[config.mk]
export PLATFORM = sky130hd
export DESIGN_NAME = pipeline_ctrl_flat
export DESIGN_NICKNAME = d
export VERILOG_FILES = /design/src/rtl/pipeline_ctrl_pkg.sv /design/src/rtl/pipeline_ctrl_if.sv /design/src/rtl/pipeline_ctrl_hazard_detect.sv /design/src/rtl/pipeline_ctrl.sv /design/src/flat_wrapper.sv
export SDC_FILE = /design/constraint.sdc
export NUM_CORES = 1
export LEC_CHECK = 0
export ABC_AREA = 1
export CAP_MARGIN = 20
export CORE_MARGIN = 2
export CORE_UTILIZATION = 40
export DETAILED_ROUTE_END_ITERATION = 7
export PLACE_DENSITY = 0.63
export SYNTH_ARGS = -nofsm -noshare
export SYNTH_HDL_FRONTEND = slang
export SYNTH_HIERARCHICAL = 1
export SYNTH_SLANG_ARGS = --single-unit
[constraint.sdc]
create_clock -name clk -period 2.1 [get_ports clk]
set_clock_uncertainty 0.1 [all_clocks]
set_input_delay 0.42 -clock clk [delete_from_list [all_inputs] [get_ports clk]]
set_output_delay 0.42 -clock clk [all_outputs]
set_load 0.05 [all_outputs]
[src/rtl/pipeline_ctrl_pkg.sv]
// Shared types and constants for the pipeline hazard/sequencing controller.
package pipe_pkg;

    typedef enum logic [1:0] {
        INIT,
        RUN,
        MEM_WAIT,
        HALT
    } state_t;

    typedef logic [4:0] reg_idx_t;

    localparam reg_idx_t REG_ZERO = 5'd0;

    // Wide enough for the largest legal TIMEOUT_CYCLES (65535).
    localparam int unsigned WAIT_CNT_W = 16;

endpackage

[src/rtl/pipeline_ctrl_if.sv]
// Handshake bundle between the pipeline controller and the datapath.
// master: the controller (consumes hazard info, drives enables/flushes).
// slave:  the datapath side.
interface pipeline_ctrl_if;
    import pipe_pkg::*;

    reg_idx_t id_rs;
    reg_idx_t id_rt;
    logic     id_uses_rt;
    logic     ex_mem_read;
    reg_idx_t ex_rt;
    logic     branch_taken;
    logic     dmem_req;
    logic     dmem_ready;

    logic     pc_write;
    logic     ifid_enable;
    logic     idex_enable;
    logic     exmem_enable;
    logic     memwb_enable;
    logic     ifid_flush;
    logic     idex_flush;
    logic     exmem_flush;
    logic     memwb_flush;
    logic     mem_timeout;

    modport master (
        input  id_rs, id_rt, id_uses_rt, ex_mem_read, ex_rt,
               branch_taken, dmem_req, dmem_ready,
        output pc_write, ifid_enable, idex_enable, exmem_enable, memwb_enable,
               ifid_flush, idex_flush, exmem_flush, memwb_flush, mem_timeout
    );

    modport slave (
        output id_rs, id_rt, id_uses_rt, ex_mem_read, ex_rt,
               branch_taken, dmem_req, dmem_ready,
        input  pc_write, ifid_enable, idex_enable, exmem_enable, memwb_enable,
               ifid_flush, idex_flush, exmem_flush, memwb_flush, mem_timeout
    );

endinterface

[src/rtl/pipeline_ctrl_hazard_detect.sv]
// Combinational load-use hazard compare: a load in ID_EX whose destination
// is a live source of the instruction in IF_ID. r0 never creates a hazard.
module hazard_detect
    import pipe_pkg::*;
(
    input  reg_idx_t id_rs,
    input  reg_idx_t id_rt,
    input  logic     id_uses_rt,
    input  logic     ex_mem_read,
    input  reg_idx_t ex_rt,
    output logic     load_use
);

    // Match the load destination against both possible sources.
    always_comb begin
        load_use = ex_mem_read && (ex_rt != REG_ZERO) &&
                   ((ex_rt == id_rs) || (id_uses_rt && (ex_rt == id_rt)));
    end

endmodule

[src/rtl/pipeline_ctrl.sv]
// Central hazard and sequencing controller for the 5-stage pipeline.
// Priority in RUN: memory wait > taken branch > load-use > normal advance.
// Optional feature macro: PIPE_CTRL_STATS_EN adds the stall_count port.
module pipeline_ctrl
    import pipe_pkg::*;
#(
    parameter int unsigned TIMEOUT_CYCLES = 255,
    parameter int unsigned STALL_CNT_W    = 32
) (
    input  logic                   clk,
    input  logic                   rst,
`ifdef PIPE_CTRL_STATS_EN
    output logic [STALL_CNT_W-1:0] stall_count,
`endif
    pipeline_ctrl_if.master        bus
);

    if (TIMEOUT_CYCLES < 1 || TIMEOUT_CYCLES > 65535) begin : g_bad_timeout
        $error("pipeline_ctrl: TIMEOUT_CYCLES out of range 1..65535");
    end
    if (STALL_CNT_W < 1) begin : g_bad_cnt_w
        $error("pipeline_ctrl: STALL_CNT_W must be at least 1");
    end

    localparam logic [WAIT_CNT_W:0] TIMEOUT_LIM = (WAIT_CNT_W+1)'(TIMEOUT_CYCLES);

    state_t                state_q, state_d;
    logic [WAIT_CNT_W-1:0] wait_q, wait_d;
    logic [WAIT_CNT_W:0]   wait_inc;
    logic                  load_use;
    logic                  mem_block;
    logic                  freeze;
    logic                  release_decode;

    hazard_detect u_hazard (
        .id_rs       (bus.id_rs),
        .id_rt       (bus.id_rt),
        .id_uses_rt  (bus.id_uses_rt),
        .ex_mem_read (bus.ex_mem_read),
        .ex_rt       (bus.ex_rt),
        .load_use    (load_use)
    );

    // State and watchdog counter registers.
    always_ff @(posedge clk) begin
        if (rst) begin
            state_q <= INIT;
            wait_q  <= '0;
        end else begin
            state_q <= state_d;
            wait_q  <= wait_d;
        end
    end

    // Next state, watchdog update and output decode.
    always_comb begin
        mem_block = bus.dmem_req && !bus.dmem_ready;
        wait_inc  = {1'b0, wait_q} + 1'b1;

        // RUN with an unblocked memory and the MEM_WAIT release cycle share
        // one decode; the frozen registers' pending branch/load-use act here.
        freeze         = ((state_q == RUN) && mem_block) ||
                         ((state_q == MEM_WAIT) && !bus.dmem_ready);
        release_decode = ((state_q == RUN) || (state_q == MEM_WAIT)) && !freeze;

        state_d          = state_q;
        wait_d           = wait_q;
        bus.pc_write     = 1'b1;
        bus.ifid_enable  = 1'b1;
        bus.idex_enable  = 1'b1;
        bus.exmem_enable = 1'b1;
        bus.memwb_enable = 1'b1;
        bus.ifid_flush   = 1'b0;
        bus.idex_flush   = 1'b0;
        bus.exmem_flush  = 1'b0;
        bus.memwb_flush  = 1'b0;
        bus.mem_timeout  = 1'b0;

        case (state_q)
            INIT: begin
                state_d = RUN;
                wait_d  = '0;
            end
            RUN: begin
                if (mem_block) begin
                    // The entry cycle is the first not-ready cycle.
                    wait_d  = WAIT_CNT_W'(1);
                    state_d = (TIMEOUT_CYCLES == 1) ? HALT : MEM_WAIT;
                end
            end
            MEM_WAIT: begin
                if (!bus.dmem_ready) begin
                    wait_d = wait_inc[WAIT_CNT_W-1:0];
                    if (wait_inc >= TIMEOUT_LIM) begin
                        state_d = HALT;
                    end
                end else begin
                    wait_d  = '0;
                    state_d = RUN;
                end
            end
            HALT: begin
                state_d = HALT;
            end
            default: begin
                state_d = INIT;
            end
        endcase

        if (state_q == INIT) begin
            bus.pc_write     = 1'b0;
            bus.ifid_enable  = 1'b0;
            bus.idex_enable  = 1'b0;
            bus.exmem_enable = 1'b0;
            bus.memwb_enable = 1'b0;
            bus.ifid_flush   = 1'b1;
            bus.idex_flush   = 1'b1;
            bus.exmem_flush  = 1'b1;
            bus.memwb_flush  = 1'b1;
        end else if (state_q == HALT) begin
            bus.pc_write     = 1'b0;
            bus.ifid_enable  = 1'b0;
            bus.idex_enable  = 1'b0;
            bus.exmem_enable = 1'b0;
            bus.memwb_enable = 1'b0;
            bus.mem_timeout  = 1'b1;
        end else if (freeze) begin
            bus.pc_write     = 1'b0;
            bus.ifid_enable  = 1'b0;
            bus.idex_enable  = 1'b0;
            bus.exmem_enable = 1'b0;
            bus.memwb_flush  = 1'b1;
        end else if (release_decode) begin
            if (bus.branch_taken) begin
                bus.ifid_flush  = 1'b1;
                bus.idex_flush  = 1'b1;
                bus.exmem_flush = 1'b1;
            end else if (load_use) begin
                bus.pc_write    = 1'b0;
                bus.ifid_enable = 1'b0;
                bus.idex_flush  = 1'b1;
            end
        end
    end

`ifdef PIPE_CTRL_STATS_EN
    logic [STALL_CNT_W-1:0] stall_q;

    // Saturating count of cycles the PC is held while RUN/MEM_WAIT.
    always_ff @(posedge clk) begin
        if (rst) begin
            stall_q <= '0;
        end else if (((state_q == RUN) || (state_q == MEM_WAIT)) &&
                     !bus.pc_write && (stall_q != '1)) begin
            stall_q <= stall_q + 1'b1;
        end
    end

    assign stall_count = stall_q;
`endif

endmodule

[src/flat_wrapper.sv]
// flat-port wrapper written by rule: the top's interface ports become plain ports
module pipeline_ctrl_flat import pipe_pkg::*;
#(
    parameter int unsigned TIMEOUT_CYCLES = 255,
    parameter int unsigned STALL_CNT_W    = 32
)
  (clk, rst, bus_id_rs, bus_id_rt, bus_id_uses_rt, bus_ex_mem_read, bus_ex_rt, bus_branch_taken, bus_dmem_req, bus_dmem_ready, bus_pc_write, bus_ifid_enable, bus_idex_enable, bus_exmem_enable, bus_memwb_enable, bus_ifid_flush, bus_idex_flush, bus_exmem_flush, bus_memwb_flush, bus_mem_timeout);
  pipeline_ctrl_if bus_i ();
  input  logic clk;
  input  logic rst;
  input wire logic [$bits(bus_i.id_rs)-1:0] bus_id_rs;
  input wire logic [$bits(bus_i.id_rt)-1:0] bus_id_rt;
  input wire logic [$bits(bus_i.id_uses_rt)-1:0] bus_id_uses_rt;
  input wire logic [$bits(bus_i.ex_mem_read)-1:0] bus_ex_mem_read;
  input wire logic [$bits(bus_i.ex_rt)-1:0] bus_ex_rt;
  input wire logic [$bits(bus_i.branch_taken)-1:0] bus_branch_taken;
  input wire logic [$bits(bus_i.dmem_req)-1:0] bus_dmem_req;
  input wire logic [$bits(bus_i.dmem_ready)-1:0] bus_dmem_ready;
  output wire logic [$bits(bus_i.pc_write)-1:0] bus_pc_write;
  output wire logic [$bits(bus_i.ifid_enable)-1:0] bus_ifid_enable;
  output wire logic [$bits(bus_i.idex_enable)-1:0] bus_idex_enable;
  output wire logic [$bits(bus_i.exmem_enable)-1:0] bus_exmem_enable;
  output wire logic [$bits(bus_i.memwb_enable)-1:0] bus_memwb_enable;
  output wire logic [$bits(bus_i.ifid_flush)-1:0] bus_ifid_flush;
  output wire logic [$bits(bus_i.idex_flush)-1:0] bus_idex_flush;
  output wire logic [$bits(bus_i.exmem_flush)-1:0] bus_exmem_flush;
  output wire logic [$bits(bus_i.memwb_flush)-1:0] bus_memwb_flush;
  output wire logic [$bits(bus_i.mem_timeout)-1:0] bus_mem_timeout;
  assign bus_i.id_rs = bus_id_rs;
  assign bus_i.id_rt = bus_id_rt;
  assign bus_i.id_uses_rt = bus_id_uses_rt;
  assign bus_i.ex_mem_read = bus_ex_mem_read;
  assign bus_i.ex_rt = bus_ex_rt;
  assign bus_i.branch_taken = bus_branch_taken;
  assign bus_i.dmem_req = bus_dmem_req;
  assign bus_i.dmem_ready = bus_dmem_ready;
  assign bus_pc_write = bus_i.pc_write;
  assign bus_ifid_enable = bus_i.ifid_enable;
  assign bus_idex_enable = bus_i.idex_enable;
  assign bus_exmem_enable = bus_i.exmem_enable;
  assign bus_memwb_enable = bus_i.memwb_enable;
  assign bus_ifid_flush = bus_i.ifid_flush;
  assign bus_idex_flush = bus_i.idex_flush;
  assign bus_exmem_flush = bus_i.exmem_flush;
  assign bus_memwb_flush = bus_i.memwb_flush;
  assign bus_mem_timeout = bus_i.mem_timeout;
  pipeline_ctrl #(.TIMEOUT_CYCLES(TIMEOUT_CYCLES), .STALL_CNT_W(STALL_CNT_W)) u_core (.clk(clk), .rst(rst), .bus(bus_i));
endmodule
## Word level (Yosys, flattened, before mapping)

Index checks and enable logic that the tools add are counted.

- Register bits: 18
- Output and inout port bits: 10
- Input port bits: 22
- Logic and storage cells: 62

- Multiplexer cells: 34
- Add/subtract/negate cells: 1
- Eq/ne operators: 7
- Reduce and logical (&&, ||, !) cells: 17
- $lt $le $gt $ge: 1

Operators with widths:

| operator | count |
|---|---|
| $pmux 16 s3 | 1 |
| $mux 16 | 2 |
| $mux 1 | 27 |
| $add 16x1->17 const B | 1 |
| $ge 17x8->1 const B | 1 |
| $eq 5x5->1 | 2 |
| $pmux 2 s4 | 1 |
| $logic_and 1x1->1 | 7 |
| $mux 2 | 3 |
| $reduce_bool 5->1 | 1 |
| $eq 2x2->1 const B | 2 |
| $reduce_and 2->1 | 2 |
| $logic_or 1x1->1 | 3 |
| $ne 3x3->1 const B | 1 |
| $reduce_bool 3->1 | 1 |
| $eq 2x1->1 const B | 1 |
| $logic_not 1->1 | 2 |
| $logic_not 2->1 | 1 |
| $ne 2x1->1 const B | 1 |

## Logic depth before layout (Yosys ltp)

Gate-level depths: netlist (run 1).

- Depth after elaboration: 10
- Depth in mapped cells: 15
- Gate-level depth less buffers: 15

## Hierarchy

The synthesis (run 1) kept the hierarchy.

Modules (own cells, without submodules):

| module | area an instance (um^2) | cells each | sequential area each (um^2) | times used |
|---|---|---|---|---|
| pipeline_ctrl | 1385.1 | 224 | 360.3 | 1 |
| hazard_detect | 206.4 | 52 | 0.0 | 1 |

## Least setup slack after synthesis (run 1)

OpenSTA, ideal clock, no wires.

- Path kind: register to output
- Start: register u_core.state_q[0]
- End: output bus_pc_write
- Cell stages (with the launch flop): 8
- Buffers on the path: 1
- Data arrival time: 3.726 ns
- Data required time: 1.580 ns
- Slack: -2.146 ns
- Cell sequence: dfxtp_1 -> inv_1 -> ha_1 -> nand2_1 -> nand2_1 -> nor3_1 -> a21boi_0 -> buf_4

- Word-level cells in the longest chain between the ends: 9
- Elaborated cells on any way between the ends: 14
- Classes of those cells: eq/ne: 3; mux: 4; reduce/logical: 7

Ends and longest elaborated chain:

| element | RTL line | text |
|---|---|---|
| start: declaration | pipeline_ctrl.sv:27 | `state_t state_q, state_d;` |
| start signal: assignment | pipeline_ctrl.sv:50 | `state_q <= state_d;` |
| $eq 2x1->1 or $eq 2x2->1 (tied branches) | pipeline_ctrl.sv:62, pipeline_ctrl.sv:64, pipeline_ctrl.sv:63 |  |
| $logic_and 1x1->1 (on tied branches) | pipeline_ctrl.sv:62, pipeline_ctrl.sv:63 |  |
| $logic_or 1x1->1 | pipeline_ctrl.sv:62 | `freeze = ((state_q == RUN) && mem_block) \|\|` |
| $logic_not 1->1 | pipeline_ctrl.sv:64 | `release_decode = ((state_q == RUN) \|\| (state_q == MEM_WAIT)) && !freeze;` |
| $logic_and 1x1->1 | pipeline_ctrl.sv:64 |  |
| $mux 1 (3 in series) | n/a |  |
| $mux 1 * | n/a |  |
| end: declaration | flat_wrapper.sv:19 | `output wire logic [$bits(bus_i.pc_write)-1:0] bus_pc_write;` |

Every way passes the cells marked *; elsewhere a longest branch is shown, timed or not.

## Final worst setup path (run 1)

- Start: register u_core.state_q[1]
- End: output bus_pc_write

- Word-level cells in the longest chain between the ends: 9
- Elaborated cells on any way between the ends: 14
- Classes of those cells: eq/ne: 3; mux: 4; reduce/logical: 7

Ends and longest elaborated chain:

| element | RTL line | text |
|---|---|---|
| $eq 2x1->1 or $eq 2x2->1 (tied branches) | pipeline_ctrl.sv:62, pipeline_ctrl.sv:64, pipeline_ctrl.sv:63 |  |
| $logic_and 1x1->1 (on tied branches) | pipeline_ctrl.sv:62, pipeline_ctrl.sv:63 |  |
| $logic_or 1x1->1 | pipeline_ctrl.sv:62 |  |
| $logic_not 1->1 | pipeline_ctrl.sv:64 |  |
| $logic_and 1x1->1 | pipeline_ctrl.sv:64 |  |
| $mux 1 | pipeline_ctrl.sv:133 | `end else if (release_decode) begin` |
| $mux 1 | pipeline_ctrl.sv:127 | `end else if (freeze) begin` |
| $mux 1 | pipeline_ctrl.sv:120 | `end else if (state_q == HALT) begin` |
| $mux 1 * | pipeline_ctrl.sv:110 | `if (state_q == INIT) begin` |

Marks and branches as above.

==> results.txt, run 1 <==
The signal on the critical path passes through buf_6, ha_4, nand2_4, nand2_4, nor3_4, a21boi_4, buf_6. The iteration-0 DRC count of the detailed router came out at 72. Summing over every cut layer, the via total after detailed routing is 1,646. Among all flip-flop cells after synthesis, the most frequent one is sky130_fd_sc_hd__dfxtp_1. Leaving out fill and tap cells, the most frequent cell in the layout is sky130_fd_sc_hd__nand2_1. The arrival time at the worst endpoint is 1.55 ns. STA classifies the critical path endpoint as a primary output.

The number of global-route vias before repair came to 1,522. The final setup violation count came out at 0. Relative to the synthesized area, the layout overhead comes to 41.0%. The effective utilization at floorplan came out at 42.5%. Measured along the y axis, the die boundary spans 67.1 um. Across the VDD grid, the largest voltage drop is 1.10 mV. The layout has 384 filler cells.

Averaged over all synthesized cells, the footprint is 5.77 um2. The post-synthesis cell count is 276. The number of distinct library cells after synthesis is 28. The post-route netlist has 26.1% of its cells at a drive strength greater than 1. The number of remaining DRC errors is 0.

The number of CTS-inserted buffers came out at 3. Summed over all cells, the static leakage comes to 0.00113 uW. The clock tree from TritonCTS is built. In the layout the commonest cells are sky130_fd_sc_hd__nand2_1, sky130_fd_sc_hd__inv_1, sky130_fd_sc_hd__nor2_1, sky130_fd_sc_hd__nand3_1, sky130_fd_sc_hd__a21oi_1.

The clock sink total is 18. Based on the critical path, the design can be clocked at up to 483 MHz. Wires add up to 3700 um.

The number of nets produced by synthesis came out at 305. The worst slack on hold paths is 0.383 ns. The maximum buffer depth of the clock tree came out at 2. The data required time of the worst path is 1.58 ns. The minimum clock period after layout came out at 2.07 ns.

For this design the top-level I/O count stands at 32. After clock tree synthesis, the flow added hold-fix buffers numbering 0. The tree is rooted in a sky130_fd_sc_hd__clkbuf_8. The largest individual stage delay along the critical path comes from the cell sky130_fd_sc_hd__dfxtp_4. The ratio of total power to cell area is 937 nW/um2. The x dimension of the die came out at 67.1 um.

The number of port buffers is 31. The post-route total power is 2100 uW. The clock latency on the worst-skew pair is 0.26 ns. The class of the most critical setup path is flop to primary output. Using the TritonRoute via totals, the vias-per-cell ratio works out to 4.55. The async set or reset register ratio after synthesis came out at 0%. The synthesis warning total came out at 6.

The synthesized cell area came out at 1590 um2. Setup repair after global routing could not meet its margin everywhere. Synthesis inferred 18 register bits. The floorplan die area is 4500 um2. The floorplan core area is 3740 um2. The number of rows in the core area came out at 22. The HPWL reported at the end of detailed placement came out at 2910 um. The worst-case headroom to the max-slew limit is 83.2%. The largest stage delay on the critical path is 0.36 ns. The initial antenna violation count came out at 0. The clock transition time at the flip-flop clock pins of the worst setup and hold paths came out at 0.07 ns.

The path category of the worst min-delay check is flop to flop. The routability-driven placement congestion ratio is 0.813. The all-layer global routing usage is 18.3%. The peak fanout along the critical path is 3. The maximum level of the CTS H-tree came out at 1. The portion of the clock cycle consumed by the worst path in the final layout came out at 98.7%. The total of max-cap violations is 0. The number of flops mapped to enable cells by yosys came out at 0. The worst setup path is launched from a flop.

For this run, the register share of the synthesized area comes to 22.6%. After detailed routing, the average wire length per cell comes to 10.2 um. Once detail routing completed, the nets flagged for antenna violations numbered 0. The hold violation count in the final report was 0. The global-route congestion overflow total is 0.

The number of nets at the end of the flow is 344. The largest net degree at the start of global routing came out at 17. The count of inserted antenna diode cells came out at 0.

The actual slew at the worst max-slew pin came out at 0.252 ns. The max-slew violation total from the final report is 0. The flow ran to the end, and the final reports show no timing, DRC or antenna violations.

The first global-routing pass estimated 6440 um of wire. In the final timing run, aggregate negative setup slack is 0 ns. The first-pass iteration count of the detailed router is 4.
==> stage by stage <==
step | cell area, um2 | setup slack (ns) | instances | utilization (%)
after floorplan | 1690 | -0.352 | 276 | -
after global placement | 2160 | -0.395 | 356 | 57.6
final | 2240 | 0.0275 | 362 | 60.0
after global routing | 2240 | -0.0206 | 362 | 60.0
after CTS | 2240 | 0.00479 | 361 | 59.8
after detailed placement | 2160 | -0.456 | 356 | 57.6
==> path summary, 6_finish.rpt <==
| check | startpoint | endpoint | slack (ns) | cells after the start |
|---|---|---|---|---|
| worst max-delay path | u_core/state_q[1] | bus_pc_write | 0.03 | 7 |
| worst min register to register | u_core/wait_q[14] | u_core/wait_q[14] | 0.38 | 2 |
| worst min-delay path | u_core/wait_q[14] | u_core/wait_q[14] | 0.38 | 2 |
| worst max register to register | u_core/wait_q[0] | u_core/state_q[0] | 0.26 | 12 |
==> state kept, by name, indices dropped and copies added (netlist names) <==
signal and cells:
u_core/state_q 2, u_core/wait_q 16
==> metal layers <==
layer | share of wire [%] | vias up | wire length, um | GRT usage [%]
met5 | 0 | - | 0 | 0
met4 | 1.1 | 0 | 39 | 2.30
met1 | 49 | 703 | 1830 | 24.0
li1 | - | 922 | - | -
met3 | 2.7 | 5 | 98 | 4.05
met2 | 47 | 16 | 1740 | 31.3
==> area by class of cell <==
class | count | area (um2) | area share [%]
clock buffers | 4 | 55.1 | 2.45
inverters | 48 | 185 | 8.25
well taps | 48 | 60.1 | 2.68
flip-flops and latches | 18 | 370 | 16.5
multi-input cells | 203 | 1160 | 51.8
repair buffers | 41 | 412 | 18.3
==> power breakdown <==
group          internal [uW]  switching, uW
registers                367           31.3
logic                    617            800
clock network            167            121
==> critical path, delay by kind of cell (launching register included) <==
kind                       cells  cell delay, ns
buffers and inverters          2            0.30
adders and majority gates      1            0.15
DFF                            1            0.36
AOI/OAI and AO/OA              1            0.23
and+or+nand+nor                3            0.27
==> synthesized netlist by cell type, types with 3 or more instances <==
master                      n  area [um2]
sky130_fd_sc_hd__o21ai_0    6        30.0
sky130_fd_sc_hd__nand2_1   90         338
sky130_fd_sc_hd__ha_1       7        87.6
sky130_fd_sc_hd__o21bai_1   4        30.0
sky130_fd_sc_hd__xor2_1     3        26.3
sky130_fd_sc_hd__nand3_1   19        95.1
sky130_fd_sc_hd__dfxtp_1   18         360
sky130_fd_sc_hd__inv_2      6        22.5
sky130_fd_sc_hd__buf_4      3        22.5
sky130_fd_sc_hd__a21oi_1   17        85.1
sky130_fd_sc_hd__nor2_1    34         128
sky130_fd_sc_hd__nand4_1    3        18.8
sky130_fd_sc_hd__a22oi_1    3        22.5
sky130_fd_sc_hd__nor3_1     3        15.0
sky130_fd_sc_hd__inv_1     42         158
==> cell families after synthesis <==
kind of cell / share of synthesized area, %
adder cells (fa/ha/maj): 5.50
XOR/XNOR: 2.20
buffers and inverters: 13.8
flip-flops: 22.6
AO/OA/AOI/OAI: 11.0
AND/OR/NAND/NOR: 44.9
==> what timing repair did <==
action / in CTS / in global routing
gates resized for setup: 43 / 36
pin swaps: 17 / 19
gates cloned: 0 / 0
endpoints found under the setup margin: 6 / 7
buffers inserted: 1 / 1
No activity file was read; power rests on OpenSTA's default activity.
==> run 2: changes to the inputs <==
--- a/config.mk
+++ b/config.mk
@@ -10,6 +10,7 @@
 export CORE_MARGIN = 2
 export CORE_UTILIZATION = 40
 export DETAILED_ROUTE_END_ITERATION = 7
+export GPL_ROUTABILITY_DRIVEN = 0
 export PLACE_DENSITY = 0.63
 export SYNTH_ARGS = -nofsm -noshare
 export SYNTH_HDL_FRONTEND = slang
==> results of run 2 <==
No change in the layout: final DEF, timing and power equal those of run 1.
==> run 3: changes to the inputs <==
--- a/config.mk
+++ b/config.mk
@@ -5,7 +5,7 @@
 export SDC_FILE = /design/constraint.sdc
 export NUM_CORES = 1
 export LEC_CHECK = 0
-export ABC_AREA = 1
+export ABC_AREA = 0
 export CAP_MARGIN = 20
 export CORE_MARGIN = 2
 export CORE_UTILIZATION = 40
==> results.txt, run 3 <==
The portion of the clock cycle consumed by the worst path in the final layout came out at 103% (+3.9 points). The number of primary I/O pins came out at 32 (unchanged). The reported leakage power came out at 0.000937 uW (-17%). The count of inserted antenna diode cells came to 0 (unchanged). The number of CTS-inserted buffers is 3 (unchanged).

The global-route congestion overflow total is 0 (unchanged). The final setup violation count came to 3 (+3). The wire length of the first global-routing pass is 7660 um (+19%). The startpoint identified for the worst hold timing path is u_core/wait_q[1]. The HPWL reported at the end of detailed placement is 3410 um (+17%). The cell count after placement came out at 301 (-15%). STA classifies the critical path startpoint as an input pin. The flow ran to the end, but the final reports show violations. The minimum clock period after layout was 2.15 ns (+0.0812 ns). The initial antenna violation count is 0 (unchanged). The hold violation count in the final report is 0 (unchanged).

The clock transition time at the flip-flop clock pins of the worst setup and hold paths is 0.07 ns (about the same). The peak fanout along the critical path came out at 2 (-1). The number of filler cells placed in the layout is 334 (-13%). The area growth from synthesis to final layout is 53.6%. By area the synthesized netlist is led by sky130_fd_sc_hd__dfxtp_1, sky130_fd_sc_hd__nor2_1, sky130_fd_sc_hd__a21oi_1. The portion of the post-synthesis area used by sequential elements came to 23.4% (+0.74 points). The total area of sequential cells came to 373 um2 (+0.68%).

The end point of the worst hold path is u_core/wait_q[1]. The number of port buffers was 31 (unchanged). The number of instances on the worst hold path was 2 (unchanged).

The maximum VDD drop is 0.716 mV (-35%). The data required time of the worst path is 1.58 ns (about the same). The arrival time at the worst endpoint is 1.63 ns (+0.08 ns).

In this run the critical register-to-register path is captured at u_core/state_q[0]. The worst setup slack after placement is -0.486 ns (-0.0300 ns). The ratio of total power to cell area was 1050 nW/um2 (+12%).

The xor and xnor area share after synthesis is 8.52% (+6.3 points). The register containing the most flip-flops in the final layout is u_core/wait_q. The worst register-to-register path begins at u_core/wait_q[0]. After synthesis, the most frequently instantiated cells are sky130_fd_sc_hd__nor2_1, sky130_fd_sc_hd__a21oi_1, sky130_fd_sc_hd__dfxtp_1. The final reports fail on negative setup slack. The number of buffers inserted for hold repair after clock tree synthesis was 0 (unchanged). The number of nets produced by synthesis came out at 231 (-24%).

The cell with the largest stage delay on the worst path is sky130_fd_sc_hd__or4_4. The floorplan die area was 4370 um2 (-2.9%). The die outline height is 66.1 um (-1.5%). The signal on the critical path passes through buf_6, or4_4, o21ai_2, a21oi_2, o211ai_1, nand2_1, buf_12. The floorplan core area came out at 3690 um2 (-1.5%). The routed length per instance is 13.9 um (+36%). The number of flops mapped to enable cells by yosys is 0 (unchanged). The share of the synthesized area in the top cell type came out at 23.4% (+0.74 points).

The share of cell area taken by muxes after synthesis is 1.62% (+1.6 points). The count of nets left with antenna violations after detail routing came to 0 (unchanged). The clock sink total came out at 18 (unchanged). The multi-input gate area in the final layout was 1190 um2 (+2.7%). The number of gates on the worst path with buffers counted is 7 (unchanged). The synthesis warning total came out at 6 (unchanged). The worst-case headroom to the max-slew limit is 78.3% (-4.8 points). sky130_fd_sc_hd__nor2_1 is the most common cell in the netlist.

The via density per instance is 5.49 (+21%). The all-layer global routing usage came out at 22.2% (+3.9 points). The critical path is of the input pin to primary output type. The first-pass iteration count of the detailed router is 4 (unchanged).

The post-synthesis sequential element count is 18 (unchanged). The total via count after detailed routing is 1,697 (+3.1%). The number of distinct library cells after synthesis was 47 (+68%).

The maximum clock frequency is 464 MHz (-3.8%). The synthesized cell area came out at 1540 um2 (-3.1%). The effective utilization at floorplan is 41.8% (-0.72 points). The post-route total power came to 2490 uW (+18%). The number of global-route vias before repair is 1,783 (+17%). The x dimension of the die is 66.1 um (-1.5%). The post-synthesis cell count is 202 (-27%). The final critical-path setup slack is -0.0537 ns (-0.0812 ns). In this design, the largest share of critical-path delay is due to simple AND/OR/NAND/NOR gates. The largest net degree at the start of global routing was 16 (-1). The synthesized-area fraction occupied by ao, oa, aoi and oai cells is 20.5% (+9.4 points).

The area fraction in and, or, nand and nor cells after synthesis is 33.8% (-11 points). The min-delay analysis places its worst path in the category flop to flop. The largest area contributor in the netlist is sky130_fd_sc_hd__dfxtp_1. The number of cell instances on the worst register-to-register path came out at 9 (-3). The dominant synthesized flop cell is sky130_fd_sc_hd__dfxtp_1. The max-slew violation total from the final report came to 0 (unchanged). The maximum buffer depth of the clock tree came out at 2 (unchanged). The number of remaining DRC errors came out at 0 (unchanged). The iteration-0 DRC count of the detailed router came out at 146 (+100%). The number of rows in the core area is 22 (unchanged). The total of max-cap violations is 0 (unchanged). TritonCTS built the clock tree. The setup slack of the worst register-to-register path came out at 0.10 ns (-0.16 ns). The CTS root buffer is sky130_fd_sc_hd__clkbuf_8.

Setup repair after global routing could not meet its margin everywhere. The clock latency on the worst-skew pair is 0.25 ns (about the same). The maximum level of the CTS H-tree came out at 1 (unchanged). The post-synthesis share of cell area spent on full adders, half adders and majority gates came to 5.68% (+0.18 points). The type of element capturing the critical path is a primary output. The utilization of the core after routing came out at 64.2% (+4.2 points).

The fraction of layout cells with a size suffix above 1 is 39.5% (+13 points). The largest stage delay on the critical path is 0.52 ns (+0.16 ns). The number of nets at the end of the flow is 291 (-15%). The dominant combinational cell family by area after synthesis is simple AND/OR/NAND/NOR gates. The largest registers in the layout are u_core/wait_q: 16 flops, u_core/state_q: 2 flops. The number of flip-flops in the largest register came to 16 (unchanged). The sum of buffers and inverters on the critical path is 2 (unchanged). The async set or reset register ratio after synthesis is 0% (unchanged).

The actual slew at the worst max-slew pin is 0.322 ns (+0.0701 ns). The library cell used most frequently in the layout, excluding fill and tap cells, is sky130_fd_sc_hd__buf_4. The post-detailed-routing wire length came out at 4300 um (+16%). The top cell types in the final layout, fill and taps aside, are sky130_fd_sc_hd__buf_4, sky130_fd_sc_hd__nor2_1, sky130_fd_sc_hd__a21oi_1, sky130_fd_sc_hd__nand2_1, sky130_fd_sc_hd__dfxtp_1. The average size of a mapped cell is 7.63 um2 (+32%). The post-route non-filler standard cell count is 309 (-15%).
run 3: repair_timing:
action | 4_1_cts | 5_1_grt
gates resized for setup | 59 | 14
pin swaps | 23 | 10
setup buffers | 4 | 0
endpoints found under the setup margin | 10 | 19
run 3: layout make-up:
cell class                      instances  area share, %
Clock buffer                            4           1.90
Inverter                                4          0.846
Multi-Input combinational cell        164           50.4
Sequential cell                        18           15.8
Tap cell                               48           2.54
Timing Repair Buffer                   71           28.5
run 3: logic make-up after synthesis:
| logic type | after synthesis |
|---|---|
| compound gates | 50 |
| xor+xnor | 15 |
| fa+ha+maj | 7 |
| buf+inv | 20 |
| flops | 18 |
| mux | 2 |
| simple gates | 90 |
run 3: worst max-delay path by stage:
| stage | from | slack [ns] | to |
|---|---|---|---|
| floorplan | u_core/state_q[1] | -0.18 | bus_pc_write |
| global placement | bus_ex_rt[3] | -0.44 | bus_ifid_enable |
| detailed placement | bus_ex_rt[4] | -0.49 | bus_idex_flush |
| CTS | bus_ex_rt[3] | -0.10 | bus_idex_flush |
| global route | bus_ex_rt[1] | -0.12 | bus_ifid_enable |
| finish | bus_ex_rt[1] | -0.05 | bus_idex_flush |
run 3: power breakdown:
part           internal, uW  switching (uW)  total (uW)  leakage (uW)
logic                   855             977        1830      0.000766
clock network           135             111         246     0.0000228
registers               374            36.9         411      0.000149
run 3: per-stage QoR:
stage	hold slack (ns)	setup TNS, ns	area [um2]
finish	0.439	-0.104	2370
global route	0.484	-0.598	2370
CTS	0.440	-0.195	2340
detailed placement	0.429	-4.35	2250
global placement	0.397	-3.75	2250
floorplan	0.414	-0.183	1620
run 3: routing by layer:
metal / vias to the layer above / wire length (um) / global-route usage (%)
li1: 853 / - / -
met2: 51 / 2160 / 39.9
met5: - / 0 / 0
met4: 0 / 67 / 4.08
met3: 8 / 237 / 4.26
met1: 785 / 1840 / 27.5
run 3: worst min-delay path, delay by kind of cell, from the launching register on:
kind | cells | cell delay, ns
flops | 1 | 0.33
compound gates | 1 | 0.12
simple gates | 1 | 0.04
